**config.mk**
```make
export PLATFORM = sky130hd
export DESIGN_NAME = instruction_encoder
export DESIGN_NICKNAME = d
export VERILOG_FILES = /design/src/rtl/riscv_pkg.sv /design/src/rtl/instr_pack.sv /design/src/rtl/instruction_encoder.sv
export SDC_FILE = /design/constraint.sdc
export NUM_CORES = 1
export LEC_CHECK = 0
export CAP_MARGIN = 20
export CORE_UTILIZATION = 35
export CTS_BUF_LIST = sky130_fd_sc_hd__clkbuf_8 sky130_fd_sc_hd__clkbuf_16
export DETAILED_ROUTE_END_ITERATION = 8
export MAX_ROUTING_LAYER = met4
export SLEW_MARGIN = 10
export SYNTH_ARGS = -nofsm -noshare
export SYNTH_HDL_FRONTEND = slang
export SYNTH_SLANG_ARGS = --single-unit
```
**constraint.sdc**
```tcl
create_clock -name clk -period 4.2 [get_ports clk]
set_clock_uncertainty 0.1 [all_clocks]
set_input_delay 1.05 -clock clk [delete_from_list [all_inputs] [get_ports clk]]
set_output_delay 1.05 -clock clk [all_outputs]
set_load 0.01 [all_outputs]
```
**src/rtl/riscv_pkg.sv**
```systemverilog
// Shared RV32I constants for the instruction encoder: opcodes, one-hot type
// bit positions and rejection codes.
package riscv_pkg;
  localparam int XLEN              = 32;
  localparam int REG_FILE_DEPTH    = 32;
  localparam int REG_FILE_ADDR_LEN = $clog2(REG_FILE_DEPTH);

  localparam logic [6:0] OP     = 7'b0110011;
  localparam logic [6:0] OP_IMM = 7'b0010011;
  localparam logic [6:0] LOAD   = 7'b0000011;
  localparam logic [6:0] STORE  = 7'b0100011;
  localparam logic [6:0] BRANCH = 7'b1100011;
  localparam logic [6:0] JAL    = 7'b1101111;
  localparam logic [6:0] JALR   = 7'b1100111;
  localparam logic [6:0] LUI    = 7'b0110111;
  localparam logic [6:0] AUIPC  = 7'b0010111;

  // bit positions inside types = {R,I,L,S,J,B,U}
  localparam int T_R = 6;
  localparam int T_I = 5;
  localparam int T_L = 4;
  localparam int T_S = 3;
  localparam int T_J = 2;
  localparam int T_B = 1;
  localparam int T_U = 0;

  typedef enum logic [2:0] {
    ERR_NONE       = 3'd0,
    ERR_BAD_TYPE   = 3'd1,
    ERR_BAD_OPCODE = 3'd2,
    ERR_MISALIGNED = 3'd3,
    ERR_RANGE      = 3'd4
  } err_code_e;
endpackage

```
**src/rtl/instr_pack.sv**
```systemverilog
// Combinational RV32I field packer with legality checks; the first failing
// check determines the reported code.
module instr_pack
  import riscv_pkg::*;
(
  input  logic [6:0]                   types,
  input  logic [6:0]                   opcode,
  input  logic [2:0]                   funct3,
  input  logic [6:0]                   funct7,
  input  logic [REG_FILE_ADDR_LEN-1:0] rd,
  input  logic [REG_FILE_ADDR_LEN-1:0] rs1,
  input  logic [REG_FILE_ADDR_LEN-1:0] rs2,
  input  logic [XLEN-1:0]              imm,
  output logic [XLEN-1:0]              instr,
  output logic                         err,
  output logic [2:0]                   err_code
);
  logic      one_hot, is_jal, opc_ok, misaligned, range_err;
  logic      fits12, fits13, fits21;
  err_code_e code;

  always_comb begin
    one_hot = (types != '0) && ((types & (types - 7'd1)) == '0);
    is_jal  = types[T_J] && (opcode == JAL);
    opc_ok  = (types[T_R] && opcode == OP)     || (types[T_I] && opcode == OP_IMM) ||
              (types[T_L] && opcode == LOAD)   || (types[T_S] && opcode == STORE)  ||
              (types[T_B] && opcode == BRANCH) ||
              (types[T_J] && (opcode == JAL || opcode == JALR)) ||
              (types[T_U] && (opcode == LUI || opcode == AUIPC));
    misaligned = (types[T_B] || is_jal) && imm[0];

    // an immediate fits N bits when everything from bit N-1 upward is one sign
    fits12 = (&imm[31:11]) || !(|imm[31:11]);
    fits13 = (&imm[31:12]) || !(|imm[31:12]);
    fits21 = (&imm[31:20]) || !(|imm[31:20]);

    range_err = 1'b0;
    if (types[T_B])                                            range_err = !fits13;
    else if (is_jal)                                           range_err = !fits21;
    else if (types[T_U])                                       range_err = |imm[11:0];
    else if (types[T_I] || types[T_L] || types[T_S] || types[T_J]) range_err = !fits12;

    code = ERR_NONE;
    if (!one_hot)        code = ERR_BAD_TYPE;
    else if (!opc_ok)    code = ERR_BAD_OPCODE;
    else if (misaligned) code = ERR_MISALIGNED;
    else if (range_err)  code = ERR_RANGE;
    err      = (code != ERR_NONE);
    err_code = code;

    // I, L and JALR share the I-format layout, handled by the final branch
    if (types[T_R])
      instr = {funct7, rs2, rs1, funct3, rd, opcode};
    else if (types[T_S])
      instr = {imm[11:5], rs2, rs1, funct3, imm[4:0], opcode};
    else if (types[T_B])
      instr = {imm[12], imm[10:5], rs2, rs1, funct3, imm[4:1], imm[11], opcode};
    else if (is_jal)
      instr = {imm[20], imm[10:1], imm[11], imm[19:12], rd, opcode};
    else if (types[T_U])
      instr = {imm[31:12], rd, opcode};
    else
      instr = {imm[11:0], rs1, funct3, rd, opcode};
  end
endmodule

```
**src/rtl/instruction_encoder.sv**
```systemverilog
// Accepts decoded field bundles, packs them into RV32I words and queues them
// with their word address in a 2-entry FIFO; rejected bundles raise an error.
module instruction_encoder
  import riscv_pkg::*;
#(
  parameter int ADDR_WIDTH = 10
) (
  input  logic                         clk,
  input  logic                         rst_n,
  input  logic                         in_valid,
  output logic                         in_ready,
  input  logic [6:0]                   types,
  input  logic [6:0]                   opcode,
  input  logic [2:0]                   funct3,
  input  logic [6:0]                   funct7,
  input  logic [REG_FILE_ADDR_LEN-1:0] rd,
  input  logic [REG_FILE_ADDR_LEN-1:0] rs1,
  input  logic [REG_FILE_ADDR_LEN-1:0] rs2,
  input  logic [XLEN-1:0]              imm,
  input  logic                         addr_load,
  input  logic [ADDR_WIDTH-1:0]        addr_init,
  output logic                         out_valid,
  input  logic                         out_ready,
  output logic [XLEN-1:0]              out_instr,
  output logic [ADDR_WIDTH-1:0]        out_addr,
  output logic                         err_valid,
  output logic [2:0]                   err_code
);
  logic [XLEN-1:0]       pk_instr;
  logic                  pk_err;
  logic [2:0]            pk_code;

  logic [XLEN-1:0]       instr_q [2];
  logic [ADDR_WIDTH-1:0] waddr_q [2];
  logic                  rd_ptr_q, wr_ptr_q;
  logic [1:0]            count_q, count_d;
  logic [ADDR_WIDTH-1:0] addr_q, addr_d, base_addr;
  logic                  err_valid_q;
  logic [2:0]            err_code_q;
  logic                  accept, push, pop;

  instr_pack u_pack (
    .types    (types),
    .opcode   (opcode),
    .funct3   (funct3),
    .funct7   (funct7),
    .rd       (rd),
    .rs1      (rs1),
    .rs2      (rs2),
    .imm      (imm),
    .instr    (pk_instr),
    .err      (pk_err),
    .err_code (pk_code)
  );

  assign in_ready  = (count_q != 2'd2);
  assign out_valid = (count_q != 2'd0);
  assign out_instr = instr_q[rd_ptr_q];
  assign out_addr  = waddr_q[rd_ptr_q];
  assign err_valid = err_valid_q;
  assign err_code  = err_code_q;

  assign accept = in_valid && in_ready;
  assign push   = accept && !pk_err;
  assign pop    = out_valid && out_ready;

  // a load in the same cycle as an accept addresses that very word
  assign base_addr = addr_load ? addr_init : addr_q;
  assign addr_d    = push ? base_addr + ADDR_WIDTH'(1) : base_addr;
  assign count_d   = count_q + {1'b0, push} - {1'b0, pop};

  always_ff @(posedge clk or negedge rst_n) begin
    if (!rst_n) begin
      for (int i = 0; i < 2; i++) begin
        instr_q[i] <= '0;
        waddr_q[i] <= '0;
      end
      rd_ptr_q    <= 1'b0;
      wr_ptr_q    <= 1'b0;
      count_q     <= 2'd0;
      addr_q      <= '0;
      err_valid_q <= 1'b0;
      err_code_q  <= 3'd0;
    end else begin
      if (push) begin
        instr_q[wr_ptr_q] <= pk_instr;
        waddr_q[wr_ptr_q] <= base_addr;
        wr_ptr_q          <= !wr_ptr_q;
      end
      if (pop) rd_ptr_q <= !rd_ptr_q;
      count_q     <= count_d;
      addr_q      <= addr_d;
      err_valid_q <= accept && pk_err;
      if (accept && pk_err) err_code_q <= pk_code;
    end
  end
endmodule

```
==> results.md, run 1 <==
- Status: finished clean
- Post-CTS Hold Buffers: 0
- Die area: approximately 17,000 um^2
- Worst IR Drop VDD: 0.200 mV
- Synth Instances: 453
- Max Slew Vio Count: 0
- P per Cell Area: 311 nW/um^2
- Clock power frac: 0.327
- Comb power frac: 0.216
- Die W: around 130 um
- HP Class: flip-flop to flip-flop
- Worst hold slack: 0.376 ns
- Share of cells above drive strength 1: 0.324
- GP Congestion: 0.821
- I/O Pins: approximately 130
- Tcrit/Tclk final: 0.927
- Gr ovfl total: 0
- CTS tree: yes
- Die Height: 131 um
- Upper clock frequency limit: 257 MHz
- Clock sink count: 102
- Hold endpoint: instr_q[0]$_DFFE_PN0P_
- Tot Pwr: roughly 2400 uW
- Slew @ Worst Pin: 0.741 ns
- Via count: 4,125
- MaxCap Viol Count: 0
- Final setup vio count: 0
- Drt pass-1 iters: 4
- Main synth FF type: dfrtp_1
- Total Routing Usage GR: 0.190
- Reg-to-reg slack, setup: 1.93 ns
- Synth Net Count: 542
- Core region area: 16,000 um^2
- Via/cell ratio: between 5 and 6
- R2R depth: 6
- Register area share after synthesis: 0.440
- Nets: 682
- Post-DP HPWL: between 10,000 and 15,000 um
- Vias in the first global route: between 4,000 and 5,000
- Worst Hold Depth: 1
- Post-Synthesis Cell Area: 5800 um^2
- Worst-skew pair later-pin latency: 0.35 ns
- IO Port Bufs: 133
- Seq pwr share: 0.457
- Pin count of the biggest net entering global routing: 59
- Initial drt markers: 167
- Crit start category: primary input
- Worst slew margin: 0.506
- Most frequent cells in the layout: clkdlybuf4s50_1 (132), dfrtp_1 (101), mux2_2 (82)
- Initial antenna violation count: 0
- Worst R2R End: instr_q[7]$_DFFE_PN0P_
- Clk buf depth: 2
- Fin Setup TNS: 0 ns
- Setup CP Type: primary input to flip-flop
- CTS Root Cell: clkbuf_16
- Total CTS buffers: 9
- Synth cell types: 50
- Min cycle time layout: 3.89 ns
- Net Switching: roughly 670 uW
- Leak: 0.00348 uW
- EDFF count, synth: 0
- Drt wl/cell: approximately 18 um
- Clk pin slew, worst setup/hold paths: roughly 0.070 ns
- Hold path startpoint: instr_q[0]$_DFFE_PN0P_
- Crit Reg-Reg Startpoint: count_q[0]$_DFF_PN0_
- Core Rows: 46
- First-pass GRT wire length: 23,500 um
- Post_cts resized: 0
- RSZ-0062 raised after global routing: false
- Sw frac: 0.280
- Ys Warns: 0
- DRT antenna net count: 0
- Crit end category: flip-flop
- H-tree Lvls: 3
- Syn-to-layout area delta: 34.0%
- Async SR Flop Fraction: 1.00
- Commonest non-fill, non-tap cell in the layout: clkdlybuf4s50_1
- Post-Syn Area per Cell: 12.8 um^2
- Critical path data arrival time: 4.06 ns
- Post-Route WL: 14,800 um
- Largest fanout on the critical path: 4
- Synth Register Bits: 102
- Final Hold Fails: 0
- Initial Utilization: 0.362
- WP data required: between 4 and 5 ns
- Power Internal: 1740 uW
- Postcts setup bufs: 0
- DRC viols: 0
[how the worst max path moves through the flow]
stage	end	slack (ns)	cells past startpoint	start
2_1_floorplan	count_q[1]$_DFF_PN0_	0.56	11	imm[19]
3_3_place_gp	count_q[1]$_DFF_PN0_	0.09	13	imm[30]
3_5_place_dp	count_q[1]$_DFF_PN0_	-0.02	13	imm[30]
4_1_cts	count_q[1]$_DFF_PN0_	0.34	13	imm[30]
5_1_grt	count_q[1]$_DFF_PN0_	0.20	13	imm[30]
6_report	count_q[1]$_DFF_PN0_	0.31	13	imm[30]
[registers in the layout, summed over array words and instances, names as in the netlist]
name       count
instr_q       64
err_code       3
addr_q        10
count_q        2
waddr_q       20
rd_ptr_q       1
err_valid      1
wr_ptr_q       1
[area by class of cell]
cell class	instances	area, um^2
sequential	102	2550
multi-input combinational	314	3050
fill	1442	8240
inverter	11	41.3
antenna	1	2.50
clock inverter	5	27.5
tap	216	270
timing repair buffer	155	1570
clock buffer	11	253
[logic make-up (layout without fill, tap and decap cells)]
kind of cell | count (synthesis) | in the layout | synth area share
AOI/OAI and AO/OA | 44 | 44 | 0.0533
other | 0 | 1 | 0
buffers and inverters | 37 | 182 | 0.0350
xor gates and xnor gates | 15 | 15 | 0.0227
and+or+nand+nor | 93 | 93 | 0.0978
DFF | 102 | 102 | 0.440
adders and majority gates | 3 | 3 | 0.00648
muxes | 159 | 159 | 0.344
[worst max-delay path: stages]
cell,delay [ns]
clkdlybuf4s50_1,0.44
nor4_1,0.49
buf_4,0.19
and3_1,0.21
a22oi_1,0.11
o311a_4,0.36
nor4_2,0.31
inv_1,0.08
ha_1,0.27
inv_1,0.04
ha_1,0.18
xnor2_1,0.17
xnor2_1,0.14
[Yosys cell counts, drive strengths merged (7+ instances only)]
master | instances | area share
mux2 | 143 | 0.32
xor2 | 12 | 0.018
o21ai | 21 | 0.018
nor2 | 14 | 0.0091
dfrtp | 102 | 0.44
nand2 | 19 | 0.012
buf | 12 | 0.019
mux2i | 16 | 0.028
inv | 11 | 0.0071
nor4 | 16 | 0.024
nand4 | 8 | 0.0086
nand3 | 7 | 0.0060
clkbuf | 14 | 0.0093
[metal layers]
metal | vias up | part of all wire | track usage
met5 | - | 0 | -
met4 | 0 | 0.028 | 0.0960
met3 | 30 | 0.034 | 0.0261
met2 | 106 | 0.47 | 0.288
met1 | 2046 | 0.46 | 0.250
li1 | 1943 | - | -
[power groups by stage]
stage          Combinational (uW)  Sequential, uW  Clock [uW]
5_1_grt                       569            1110         854
6_report                      522            1100         789
4_1_cts                       531            1100         809
3_3_place_gp                  517            1120           0
2_1_floorplan                 307            1060           0
3_5_place_dp                  528            1120           0
[metrics by stage]
stage	worst slack (ns)	utilization	cells	instance area (um^2)
floorplan	0.556	-	453	5800
global placement	0.0860	0.468	798	7480
detailed placement	-0.0249	0.468	798	7480
CTS	0.337	0.485	814	7760
global route	0.198	0.485	814	7760
finish	0.307	0.485	815	7760
No activity file was read; power rests on OpenSTA's default activity.
==> inputs of run 2 (changes only) <==
Settings changed: CORE_MARGIN set to 4.
==> run 2 against run 1 <==
  * Sequential cell count unchanged
  * Setup slack better by 0.14 ns
  * Routed wire length up 3.5%
  * Highest routed layer unchanged
  * First-iteration DRC count down 7.2%
  * Largest cell class unchanged
  * Via count about the same
  * Global-route usage down 1.7 points
  * Critical path depth down 1
  * Fmax up 3.9%
  * Clock power up 12%
  * Design area about the same
==> results.md, run 2 (synthesis gave the netlist of run 1 again) <==
- Status: finished clean
- Largest register FFs: 64
- Worst slew margin: 0.382
- CTS tree: yes
- Slew @ Worst Pin: 0.927 ns
- RSZ-0062 raised after global routing: false
- Clk buf depth: 2
- Core Rows: 46
- Post-CTS Hold Buffers: 0
- Setup CP Type: primary input to flip-flop
- Regs by FF count: instr_q x64, waddr_q x20, addr_q x10
- Nets: about 680
- Final setup vio count: 0
- P per Cell Area: 321 nW/um^2
- WP data required: 4.38 ns
- Die W: 137 um
- Most frequent cells in the layout: clkdlybuf4s50_1 (132), dfrtp_1 (101), mux2_2 (82)
- Final setup margin: 0.451 ns
- Tcrit/Tclk final: 0.893
- CTS Root Cell: clkbuf_16
- Clock sink count: around 100
- GP Congestion: 0.821
- Total Routing Usage GR: 0.173
- Vias in the first global route: about 4,400
- Max Slew Vio Count: 0
- Crit start category: primary input
- Commonest non-fill, non-tap cell in the layout: clkdlybuf4s50_1
- Largest reg by FF count: instr_q
- Gr ovfl total: 0
- Post-DP HPWL: roughly 11,000 um
- Initial Utilization: 0.361
- Upper clock frequency limit: between 200 and 300 MHz
- Critical path data arrival time: 3.93 ns
- Syn-to-layout area delta: 34.1%
- Worst IR Drop VDD: 0.161 mV
- Drt pass-1 iters: 4
- MaxCap Viol Count: 0
- Share of cells above drive strength 1: 0.332
- Placed Area: 7460 um^2
- Post_cts resized: 0
- Final Hold Fails: 0
- Design area: 7770 um^2
- DRC viols: 0
- Via count: 4,127
- Core region area: around 16,000 um^2
- Layout Cells excl Fill: 816
- Drt wl/cell: 18.8 um
- Worst slack, placed: 0.0904 ns
- Pin count of the biggest net entering global routing: 73
- Crit end category: flip-flop
- Postcts setup bufs: 0
- First-pass GRT wire length: 24,100 um
- Largest fanout on the critical path: 4
- Post-Route WL: around 15,000 um
- Final Core Density: 0.484
- Total CTS buffers: 9
- I/O Pins: 134
- Fin Setup TNS: 0 ns
- Die area: between 15,000 and 20,000 um^2
- Clk pin slew, worst setup/hold paths: 0.08 ns
- H-tree Lvls: 3
- HP Class: flip-flop to flip-flop
- Ant diodes: 0
- Initial drt markers: 155
- Initial antenna violation count: 0
- Min cycle time layout: 3.75 ns
- Worst-skew pair later-pin latency: 0.35 ns
- IO Port Bufs: between 100 and 150
- Leak: ~0.0035 uW
- Die Height: 137 um
- Placed Cells: 800
- DRT antenna net count: 0
- Via/cell ratio: a little over 5
## run 2: cell count changes in the layout (fill, tap and decap cells not counted)
cell        delta
buf_12         -3
buf_4          +5
bufinv_16      +1
clkbuf_8       -2
clkinv_4       +1
clkinvlp_4     -1
diode_2        -1
inv_1          -3
inv_6          +2
inv_8          +2
## run 2: layout make-up
class                   instances  area, um^2
fillers                      1397        8290
multi-input cells             314        3050
flip-flops and latches        102        2550
repair buffers                157        1550
well taps                     216         270
clock buffers                   9         225
clock inverters                 7        87.6
inverters                      11        41.3
## run 2: worst paths after layout
| check | from | to | slack (ns) | depth (start not counted) |
|---|---|---|---|---|
| min in group asynchronous | rst_n | waddr_q[15]$_DFFE_PN0P_ | 0.74 | 1 |
| max | imm[19] | count_q[1]$_DFF_PN0_ | 0.45 | 12 |
| max reg2reg | count_q[1]$_DFF_PN0_ | instr_q[6]$_DFFE_PN0P_ | 1.92 | 6 |
| max in group asynchronous | rst_n | instr_q[42]$_DFFE_PN0P_ | 2.45 | 2 |
| min | instr_q[33]$_DFFE_PN0P_ | instr_q[33]$_DFFE_PN0P_ | 0.37 | 1 |
| min reg2reg | instr_q[33]$_DFFE_PN0P_ | instr_q[33]$_DFFE_PN0P_ | 0.37 | 1 |
## run 2: layer usage
metal / global-route usage / routed length, um / vias to the layer above
met2: 0.278 / 7510 / 91
met1: 0.223 / 6920 / 2056
li1: - / - / 1959
met4: 0.0666 / 360 / 0
met3: 0.0250 / 517 / 21
met5: - / 0 / -
## run 2: power by group
part | total, uW | switching (uW) | leakage, uW | internal (uW)
combinational | 533 | 247 | 0.00196 | 285
clock | 880 | 403 | 0.000154 | 477
sequential | 1080 | 61.9 | 0.00138 | 1020
total | 2500 | 712 | 0.00349 | 1780
## run 2: critical path: stages
cell             delay [ns]
clkdlybuf4s50_1        0.45
or4_4                  0.56
nor3_2                 0.21
a22oi_1                0.13
o311a_4                0.37
nor4_2                 0.30
inv_1                  0.08
ha_1                   0.27
inv_1                  0.04
ha_1                   0.18
xnor2_1                0.16
xnor2_1                0.13
## run 2: stage by stage
step | hold WS [ns] | total power (uW)
after floorplan | 0.333 | 1360
after global placement | 0.346 | 1640
after detailed placement | 0.346 | 1640
after CTS | 0.372 | 2540
after global routing | 0.385 | 2620
final | 0.369 | 2500
